File: config.mk
export PLATFORM = sky130hd
export DESIGN_NAME = vga_draw_arbiter
export DESIGN_NICKNAME = d
export VERILOG_FILES = /design/src/rtl/vga_draw_arbiter.sv
export SDC_FILE = /design/constraint.sdc
export NUM_CORES = 1
export LEC_CHECK = 0
export CELL_PAD_IN_SITES_DETAIL_PLACEMENT = 2
export CELL_PAD_IN_SITES_GLOBAL_PLACEMENT = 2
export CORE_ASPECT_RATIO = 1.75
export CORE_MARGIN = 3
export CORE_UTILIZATION = 22
export CTS_BUF_LIST = sky130_fd_sc_hd__clkbuf_8
export CTS_CLUSTER_DIAMETER = 40
export DETAILED_ROUTE_END_ITERATION = 8
export GPL_TIMING_DRIVEN = 0
export PLACE_DENSITY_LB_ADDON = 0.25
export SYNTH_ARGS = -nofsm -noshare
export SYNTH_HDL_FRONTEND = slang
export SYNTH_SLANG_ARGS = --single-unit
File: constraint.sdc
create_clock -name clock -period 2.4 [get_ports clock]
set_input_delay 0.24 -clock clock [delete_from_list [all_inputs] [get_ports clock]]
set_output_delay 0.24 -clock clock [all_outputs]
set_load 0.1 [all_outputs]
File: src/rtl/vga_draw_arbiter.sv
// N-source pixel arbiter feeding the VGA adapter write port; a grant is held until the source's last pixel.
// Define VGA_ARB_FIXED_PRIO_EN for fixed priority (lowest index wins) instead of round-robin.
module vga_draw_arbiter #(
    parameter int NUM_SRC = 4,
    parameter int X_W     = 8,
    parameter int Y_W     = 7,
    parameter int C_W     = 3,
    parameter int TIMEOUT = 255
) (
    input  logic                       clock,
    input  logic                       reset,
    input  logic [NUM_SRC-1:0]         src_valid,
    input  logic [NUM_SRC-1:0]         src_last,
    input  logic [NUM_SRC*X_W-1:0]     src_x,
    input  logic [NUM_SRC*Y_W-1:0]     src_y,
    input  logic [NUM_SRC*C_W-1:0]     src_color,
    output logic [NUM_SRC-1:0]         src_ready,
    output logic [X_W-1:0]             x_out,
    output logic [Y_W-1:0]             y_out,
    output logic [C_W-1:0]             color_out,
    output logic                       plot,
    output logic                       busy,
    output logic [$clog2(NUM_SRC)-1:0] grant_id,
    output logic                       timeout_pulse
);
    localparam int ID_W  = $clog2(NUM_SRC);
    localparam int CNT_W = $clog2(TIMEOUT + 1);
    localparam logic [ID_W-1:0]  LAST_ID  = ID_W'(NUM_SRC - 1);
    localparam logic [CNT_W-1:0] CNT_LAST = CNT_W'(TIMEOUT - 1);

    typedef enum logic {S_IDLE, S_BURST} state_t;

    state_t           state_q, state_d;
    logic [ID_W-1:0]  grant_q, grant_d;
    logic [ID_W-1:0]  ptr_q, ptr_d;
    logic [CNT_W-1:0] cnt_q, cnt_d;
    logic [X_W-1:0]   x_q, x_d;
    logic [Y_W-1:0]   y_q, y_d;
    logic [C_W-1:0]   c_q, c_d;
    logic             plot_q, plot_d;
    logic             busy_q, busy_d;
    logic             tpulse_q, tpulse_d;
    logic [ID_W-1:0]  winner;
    logic [ID_W-1:0]  next_ptr;
    logic             xfer;

`ifdef VGA_ARB_FIXED_PRIO_EN
    always_comb begin
        winner = '0;
        for (int i = NUM_SRC - 1; i >= 0; i--) begin
            if (src_valid[i]) winner = ID_W'(i);
        end
    end

    assign next_ptr = '0;
`else
    // Round-robin: lowest valid index at or above the pointer, else lowest valid index overall (wrap).
    logic [ID_W-1:0] win_hi, win_lo;
    logic            has_hi;

    always_comb begin
        win_hi = '0;
        win_lo = '0;
        has_hi = 1'b0;
        for (int i = NUM_SRC - 1; i >= 0; i--) begin
            if (src_valid[i]) begin
                win_lo = ID_W'(i);
                if (ID_W'(i) >= ptr_q) begin
                    win_hi = ID_W'(i);
                    has_hi = 1'b1;
                end
            end
        end
        winner = has_hi ? win_hi : win_lo;
    end

    assign next_ptr = (grant_q == LAST_ID) ? '0 : grant_q + 1'b1;
`endif

    // NOTE: ready is gated by reset so an interrupted source cannot complete a handshake in the reset cycle.
    always_comb begin
        src_ready = '0;
        if (state_q == S_BURST && !reset) src_ready[grant_q] = 1'b1;
    end

    assign xfer = (state_q == S_BURST) && src_valid[grant_q];

    // NOTE: every *_d gets its hold/default value first, so no path through the case infers a latch.
    always_comb begin
        state_d  = state_q;
        grant_d  = grant_q;
        ptr_d    = ptr_q;
        cnt_d    = cnt_q;
        x_d      = x_q;
        y_d      = y_q;
        c_d      = c_q;
        plot_d   = 1'b0;
        busy_d   = busy_q;
        tpulse_d = 1'b0;
        case (state_q)
            S_IDLE: begin
                if (|src_valid) begin
                    state_d = S_BURST;
                    grant_d = winner;
                    busy_d  = 1'b1;
                    cnt_d   = '0;
                end
            end
            S_BURST: begin
                if (xfer) begin
                    x_d    = src_x[int'(grant_q)*X_W +: X_W];
                    y_d    = src_y[int'(grant_q)*Y_W +: Y_W];
                    c_d    = src_color[int'(grant_q)*C_W +: C_W];
                    plot_d = 1'b1;
                    cnt_d  = '0;
                    if (src_last[grant_q]) begin
                        state_d = S_IDLE;
                        busy_d  = 1'b0;
                        ptr_d   = next_ptr;
                    end
                end else if (cnt_q == CNT_LAST) begin
                    state_d  = S_IDLE;
                    busy_d   = 1'b0;
                    ptr_d    = next_ptr;
                    cnt_d    = '0;
                    tpulse_d = 1'b1;
                end else begin
                    cnt_d = cnt_q + 1'b1;
                end
            end
            default: state_d = S_IDLE;
        endcase
    end

    // NOTE: sequential state uses non-blocking assignments only; reset takes priority over every update.
    always_ff @(posedge clock) begin
        if (reset) begin
            state_q  <= S_IDLE;
            grant_q  <= '0;
            ptr_q    <= '0;
            cnt_q    <= '0;
            x_q      <= '0;
            y_q      <= '0;
            c_q      <= '0;
            plot_q   <= 1'b0;
            busy_q   <= 1'b0;
            tpulse_q <= 1'b0;
        end else begin
            state_q  <= state_d;
            grant_q  <= grant_d;
            ptr_q    <= ptr_d;
            cnt_q    <= cnt_d;
            x_q      <= x_d;
            y_q      <= y_d;
            c_q      <= c_d;
            plot_q   <= plot_d;
            busy_q   <= busy_d;
            tpulse_q <= tpulse_d;
        end
    end

    assign x_out         = x_q;
    assign y_out         = y_q;
    assign color_out     = c_q;
    assign plot          = plot_q;
    assign busy          = busy_q;
    assign grant_id      = grant_q;
    assign timeout_pulse = tpulse_q;

endmodule

After elaboration in Yosys (flattened, before gate mapping)
Index checks and enable logic that the tools add are counted.
W data, S select, Z words.
{"block": "op_classes", "n_mul": 2, "n_addsub": 2, "shifts": 3, "n_reduce_logical": 12, "eq_ne": 6, "magnitude_cmp": 6, "mux": 48, "n_bitwise": 1}
{"operator": "$mux W2", "count": 17}
{"operator": "$shiftx A32 B6 Y8", "count": 1}
{"operator": "$shiftx A28 B6 Y7", "count": 1}
{"operator": "$mux W8", "count": 3}
{"operator": "$mux W1", "count": 21}
{"operator": "$pmux W8 S2", "count": 1}
{"operator": "$shiftx A12 B5 Y3", "count": 1}
{"operator": "$add A8 B1 Y8 const B", "count": 1}
{"operator": "$eq A8 B8 Y1 const B", "count": 1}
{"operator": "$reduce_and A3 Y1", "count": 2}
{"operator": "$mul A2 B3 Y5 const B", "count": 1}
{"operator": "$bmux W1 S2", "count": 2}
{"operator": "$ge A1 B2 Y1 const A", "count": 2}
{"operator": "$ge A2 B2 Y1 const A", "count": 2}
{"operator": "$mul A2 B2 Y4 const B", "count": 1}
{"operator": "$mux W4", "count": 1}
{"operator": "$pmux W1 S2", "count": 2}
{"operator": "$reduce_and A2 Y1", "count": 2}
{"operator": "$reduce_or A4 Y1", "count": 1}
{"operator": "$logic_and A1 B1 Y1", "count": 3}
{"operator": "$lt A2 B3 Y1 const B", "count": 1}
{"operator": "$ne A3 B1 Y1 const B", "count": 1}
{"operator": "$ne A3 B2 Y1 const B", "count": 1}
{"operator": "$reduce_or A3 Y1", "count": 1}
{"operator": "other kinds (10)", "count": 10}
{"block": "word_totals", "out_inout_bits": 27, "wordCells": 90, "in_bits": 82, "register_bits": 34}

Logic depth before layout (Yosys ltp)
{"block": "logic_depth", "depth_word": 10, "ltp_mapped": 7, "depth_no_buf": 6}

Worst setup path after synthesis
No wires, ideal clock.
{"block": "synth_path", "kind": "register -> register", "startpoint": "register grant_q[0] (netlist: grant_id[0])", "endpoint": "register ptr_q[0]", "required_time_ns": 2.279, "path_slack_ns": -0.163, "path_stages_with_launch": 6, "path_buffers": 1, "arrival_ns": 2.442, "cell_sequence": "dfxtp_1 buf_6 mux4_2 nand3b_4 a21oi_4 mux2_4"}
{"block": "synth_between", "elab_chain_cells": 5, "word_cells_on_any_way": 14, "cone_classes": "add/sub (1); eq/ne (2); mux (8); reduce/logical (3)"}
{"item": "start, declared", "line_no": "34", "text": "logic [ID_W-1:0] grant_q, grant_d;"}
{"item": "start signal, assigned", "line_no": "150", "text": "grant_q <= grant_d;"}
{"item": "$bmux W1 S2", "line_no": "86", "text": "assign xfer = (state_q == S_BURST) && src_valid[grant_q];"}
{"item": "$mux W1 (not written as such)", "line_no": "86"}
{"item": "$logic_and A1 B1 Y1", "line_no": "86"}
{"item": "$ne A2 B1 Y1 (no source line) or $reduce_bool A2 Y1 (tied branches)"}
{"item": "$reduce_and A3 Y1 (no source line)"}
{"item": "end signal, assigned", "line_no": "151", "text": "ptr_q <= ptr_d;"}
{"item": "end, declared", "line_no": "35", "text": "logic [ID_W-1:0] ptr_q, ptr_d;"}
Several ways; a longest one is shown, not always the timed one. The select of a mux whose other input is x is not followed.
A chain may end at the register's enable or synchronous reset.

Worst setup path in the final report
{"block": "layout_path", "startpoint": "register grant_q[1] (netlist: grant_id[1])", "endpoint": "output port grant_id[1]"}
{"item": "end, declared", "line_no": "23", "text": "output logic [$clog2(NUM_SRC)-1:0] grant_id,"}
No word-level cell between the ends.

==> results.py <==
metrics = {
    "grt": {
        "grt_max_degree": 12,
        "grt_overflow": 0,
        "antenna_found_initial": 0,
        "grtUsageTotal_pct": 14.6,
        "grt_pass1_vias": 2160,
        "grt_pass1_wl_mm": 11.6,
    },
    "final_layout": {
        "finalCoreUtilization_pct": 38.3,
        "insertedDiodeCount": 0,
        "fin_nets": 403,
        "fin_cells": 433,
        "multi_input_area_um2": 1200,
        "fill_cells": 969,
        "fin_area_um2": 3340,
        "seq_area_um2": 682,
        "syn2layout_area_growth_pct": 68.5,
        "drive_gt1_share_pct": 15.2,
    },
    "critical_path": {
        "slowest_delay_ps": 1200,
        "path_delay_family": "buffers and inverters",
        "crit_buf_inv": 1,
        "critPathSlowestCell": "clkdlybuf4s50_1",
        "critPathMaxFanout": 7,
        "crit_chain": "clkdlybuf4s50_1",
        "crit_type": "reg -> out",
        "cp-end-kind": "output pin",
        "worst_setup_path_start_kind": "register",
        "crit_arrival_ps": 1990,
        "crit_required_ps": 2160,
    },
    "routing": {
        "wl_met1_mm": 2.57,
        "first_pass_iters": 4,
        "drt_wl_total_mm": 7.15,
        "via_count": 1969,
        "wl_met3_um": 348,
        "ant_nets": 0,
        "drt_iter0_drc": 46,
        "highest-signal-layer": "met4",
        "drc": 0,
        "vias_per_cell": 4.55,
        "wl_per_cell_um": 16.5,
        "wl_met2_mm": 4.08,
    },
    "sta": {
        "fin_tns_setup_ps": 0,
        "rsz0062_at_grt": "no",
        "setup_viol": 0,
        "whs_ps": 456,
        "slew_viol_final": 0,
        "tightest_slew_ps": 1020,
        "fin_crit_sh_pct": 92.8,
        "relSlewSlack_pct": 31.6,
        "worst_slack_ps": 173,
        "finClkSkew_ps": 6.73,
        "final-hold-violation-count": 0,
        "max_freq_mhz": 449,
        "min_period_ps": 2230,
    },
    "flow_run": {
        "max_cap_violations": 0,
    },
    "placed_design": {
        "dpl.cell_count": 426,
        "dp_slack_ps": -452,
        "portBuffers": 108,
        "gp_congestion": 0.694,
        "placed_area_um2": 3210,
        "hpwlAfterDp_mm": 5.91,
    },
    "logic_synthesis": {
        "synth_area_um2": 1980,
        "syn-num-nets": 289,
        "synth_warnings": 0,
        "synth_area_per_cell_um2": 9.87,
        "synthDistinctLibCells": 36,
        "synth.largest_area_cell": "dfxtp_1",
        "yosys.area.top_type_share_pct": 34.3,
        "synth_seq_area_share_pct": 34.3,
        "synth_edf_count": 0,
        "async_reset_ff_share_pct": 0,
        "ys.flop_type": "dfxtp_1",
        "synth.area.top_cells": "dfxtp_1 34%, mux4_2 23%, nand2_1 7.8%, a21oi_1 5.8%, ha_1 3.8%",
        "syn_inst": 201,
        "yosys_register_bits": 34,
    },
    "cts": {
        "cts_setup_buffers": 0,
        "clk_pin_slew_ps": 70,
        "insertion_delay_ps": 290,
        "cts_root_buf": "clkbuf_8",
        "hold_buffers": 0,
        "cts_buffer_depth": 2,
        "cts_tree": "done",
        "htreeDepth": 2,
        "cts_sinks": 34,
        "cts_made_buffers": 5,
    },
    "floorplanning": {
        "die_w_um": 77.8,
        "rows": 45,
        "io_pins": 109,
        "core_area_um2": 8730,
        "start_util_pct": 22.7,
        "dieArea_um2": 10200,
        "die_h_um": 132,
    },
    "status": {
        "status": "complete, no violations",
    },
    "pwr": {
        "p_leak_nw": 1.22,
        "vdd_ir_drop_max_mv": 0.192,
        "p_per_area_nw_per_um2": 568,
        "power_mw": 1.90,
    },
    "hold_path": {
        "hp-class": "reg -> reg",
    },
}
==> area by class of cell <==
class | instances | area share [%]
inverter | 7 | 0.786
clock buffer | 6 | 2.47
buffer | 12 | 2.10
clock inverter | 2 | 1.80
timing repair buffer | 108 | 32.0
tap | 117 | 4.38
multi-input combinational | 147 | 36.0
sequential | 34 | 20.4
==> cells in the mapped netlist (2+ instances only) <==
cell       count
dfxtp_1       34
nand2_1       41
nor2_1        10
ha_1           6
nand2b_1       4
a21oi_1       23
o2111ai_1      2
buf_2          3
o21ai_0        2
nor3_1         3
o211ai_1       3
xor2_1         6
and3_1         3
buf_6          2
mux4_2        20
mux2i_1        2
clkbuf_1       5
inv_1          7
or4_1          2
and2_1         7
==> report_power, final <==
group / switching, mW / total, mW / internal (mW)
Sequential: 0.0231 / 0.619 / 0.596
Clock: 0.221 / 0.664 / 0.443
Combinational: 0.350 / 0.615 / 0.265
Total: 0.594 / 1.90 / 1.30
==> flip-flops by register name, summed over array words and instances (netlist names) <==
name           cells
plot               1
timeout_pulse      1
x_out              8
color_out          3
ptr_q              2
y_out              7
grant_id           2
state_q            1
cnt_q              8
busy               1
==> cells by family (layout without fill, tap and decap cells) <==
family                   after synthesis  count (layout)  synth area share (%)
AO/OA/AOI/OAI                         36              36                  11.1
XOR/XNOR                               7               7                  3.09
adder cells (fa/ha/maj)                6               6                  3.78
buffers and inverters                 20             135                  4.98
flip-flops                            34              34                  34.3
multiplexers                          23              23                  24.5
AND/OR/NAND/NOR                       75              75                  18.3
==> metal layers <==
layer | track usage [%] | vias up
li1 | - | 940
met1 | 15.3 | 964
met2 | 27.7 | 55
met3 | 3.36 | 10
met4 | 4.75 | 0
met5 | 0 | -
==> layout by cell type, fill, tap and decap left out, types with 2 or more instances in the layout <==
master	count
buf_6	2
a21oi_1	23
buf_4	5
nor2_1	10
clkbuf_1	4
clkbuf_8	6
xor2_1	6
o211ai_1	3
nor3_1	3
mux2i_1	2
nand2b_1	4
buf_2	4
o2111ai_1	2
and3_1	3
bufinv_16	2
inv_1	7
nand2_1	41
clkdlybuf4s50_1	104
mux4_2	20
o21ai_0	2
dfxtp_1	33
ha_1	6
and2_1	7
or4_1	2
==> final timing paths <==
kind / cells past startpoint / from / slack, ps / to
worst min-delay path: 2 / x_out[0] / 460 / x_out[0]
worst min register to register: 2 / x_out[0] / 460 / x_out[0]
worst max register to register: 5 / grant_id[0] / 440 / ptr_q[0]
worst max-delay path: 1 / grant_id[1] / 170 / grant_id[1]
==> what timing repair did <==
item,4_1_cts,5_1_grt
hold endpoints to repair,0,0
pin swaps,0,0
resized for setup,25,0
setup endpoints to repair,4,4
==> worst register-to-register path, cell delays in order (launching register included) <==
cell      delay [ps]
dfxtp_2          370
buf_6            140
mux4_2           580
nand3b_4         210
a21oi_4          230
mux2_4           320
Note: power is estimated with default switching activity, not from simulation.
==> variant: new RTL, same settings <==
The parameter `C_W` goes from 3 to 6.
--- a/src/rtl/vga_draw_arbiter.sv
+++ b/src/rtl/vga_draw_arbiter.sv
@@ -4,7 +4,7 @@
     parameter int NUM_SRC = 4,
     parameter int X_W     = 8,
     parameter int Y_W     = 7,
-    parameter int C_W     = 3,
+    parameter int C_W     = 6,
     parameter int TIMEOUT = 255
 ) (
     input  logic                       clock,
Interface: changed (resized color_out and src_color); port bits go from 109 to 124. No check against the original RTL was run, so the function may have changed too.
==> variant against the unedited design <==
Maximum frequency decreased by 2.7%; routed wire length increased by 23%; cell area increased by 8.5%; power decreased by 5.1%; highest routed layer unchanged; sequential cell count increased by 3; worst setup slack got worse by 0.062 ns; largest cell class unchanged; area after synthesis increased by 9.1%.
==> variant: results (changes against the unedited design) <==
metric	value	unit	change
timing.critical_path.fanout_max	10		+3
seq_area_share	20.48	%	+0.086 points
clock_skew	0.007349	ns	+0.0006187 ns
non_clock_buffer_total_of_the_final_layout	137		+14%
placedInstanceArea	3552	um2	+11%
yosys.cell_types.count	37		+2.8%
grt_max_degree	13		+1
synth_area_per_cell	9.890	um2	+0.17%
avgViaCountPerCell	4.699		+3.3%
multi_input_gates	160		+8.8%
yosys-top-cells-count	sky130_fd_sc_hd__nand2_1, sky130_fd_sc_hd__dfxtp_1, sky130_fd_sc_hd__a21oi_1		
cell_internal_pwr	1.143	mW	-12%
slew_headroom	31.23	%	-0.35 points
critical-path-slowest-cell	sky130_fd_sc_hd__clkdlybuf4s15_2		
synth_sequential_area_ratio	34.20	%	-0.10 points
place.gp.congestion	0.7199		+3.7%
post-dp-hpwl	7345	um	+24%
status	completed		
post_cts_resize_count	16		-36%
instances_no_fill	471		+8.8%
critPathCapture	src_ready[2]		
power.static_leakage	1.303	nW	+7.0%
syn_area	2166	um2	+9.1%
portBuffers	123		+14%
wire_length_of_the_first_global_routing_pass	13100	um	+13%
post_route_cells_drive_above_1_share	13.18	%	-2.0 points
multi_input_comb_area	1329	um2	+10%
clock_buffer_count	5		-1
grtUsageTotal	15.79	%	+1.2 points
non_clock_buffer_area_share	35.59	%	+1.5 points
max_freq	436.9	MHz	-2.7%
fillCellCount	1086		+12%
num-nets-final	448		+11%
grt_pass1_vias	2439		+13%
mappedNetlistNets	319		+10%
worst_setup_path_startpoint	reset		
cts.sink_count	37		+8.8%
clock_area_share	2.379	%	-1.9 points
r2r_setup_slack	0.27	ns	-0.17 ns
critPathArrivalTime	2.05	ns	+0.06 ns
max_stage_delay	0.56	ns	-0.64 ns
synth.top_cells.by_area	sky130_fd_sc_hd__dfxtp_1, sky130_fd_sc_hd__mux4_2, sky130_fd_sc_hd__nand2_1		
pre_cts_slack	-0.6411	ns	-0.1888 ns
totalWireLength	8755	um	+23%
## variant: kinds of logic (layout without fill, tap and decap cells)
group | after synthesis | count (layout) | share of synthesized area (%)
buf+inv | 22 | 152 | 4.448
xor+xnor | 7 | 7 | 2.831
fa+ha+maj | 6 | 6 | 3.466
compound gates | 43 | 43 | 12.94
simple gates | 79 | 79 | 16.70
flops | 37 | 37 | 34.20
mux | 25 | 25 | 25.42
## variant: worst min-delay path by stage
stage | startpoint | cells after the start | slack (ns) | to
after floorplan | reset | 2 | 0.42 | ptr_q[1]$_SDFFE_PP0P_
after global placement | y_out[4]$_SDFFE_PP0N_ | 2 | 0.44 | y_out[4]$_SDFFE_PP0N_
after detailed placement | x_out[1]$_SDFFE_PP0N_ | 2 | 0.46 | x_out[1]$_SDFFE_PP0N_
after CTS | color_out[5]$_SDFFE_PP0N_ | 2 | 0.47 | color_out[5]$_SDFFE_PP0N_
after global routing | x_out[1]$_SDFFE_PP0N_ | 2 | 0.49 | x_out[1]$_SDFFE_PP0N_
final | color_out[5]$_SDFFE_PP0N_ | 2 | 0.46 | color_out[5]$_SDFFE_PP0N_
## variant: metal layers
metal	GRT usage, %	share of wire [%]	vias up
met5	0	0	-
met4	4.511	1.4	0
met3	3.141	4.6	9
met2	32.57	60	60
met1	14.90	33	1098
li1	-	-	1046
## variant: power groups by stage
stage	sequential [mW]	clock, mW	combinational, mW
finish	0.670	0.435	0.695
global route	0.675	0.488	0.736
CTS	0.671	0.457	0.709
detailed placement	0.686	0	0.706
global placement	0.683	0	0.696
floorplan	0.892	0	0.213
## variant: worst max-delay path: cells and delay by family
family / cells / cell delay (ns)
buffers and inverters: 3 / 1.34
and+or+nand+nor: 2 / 0.46
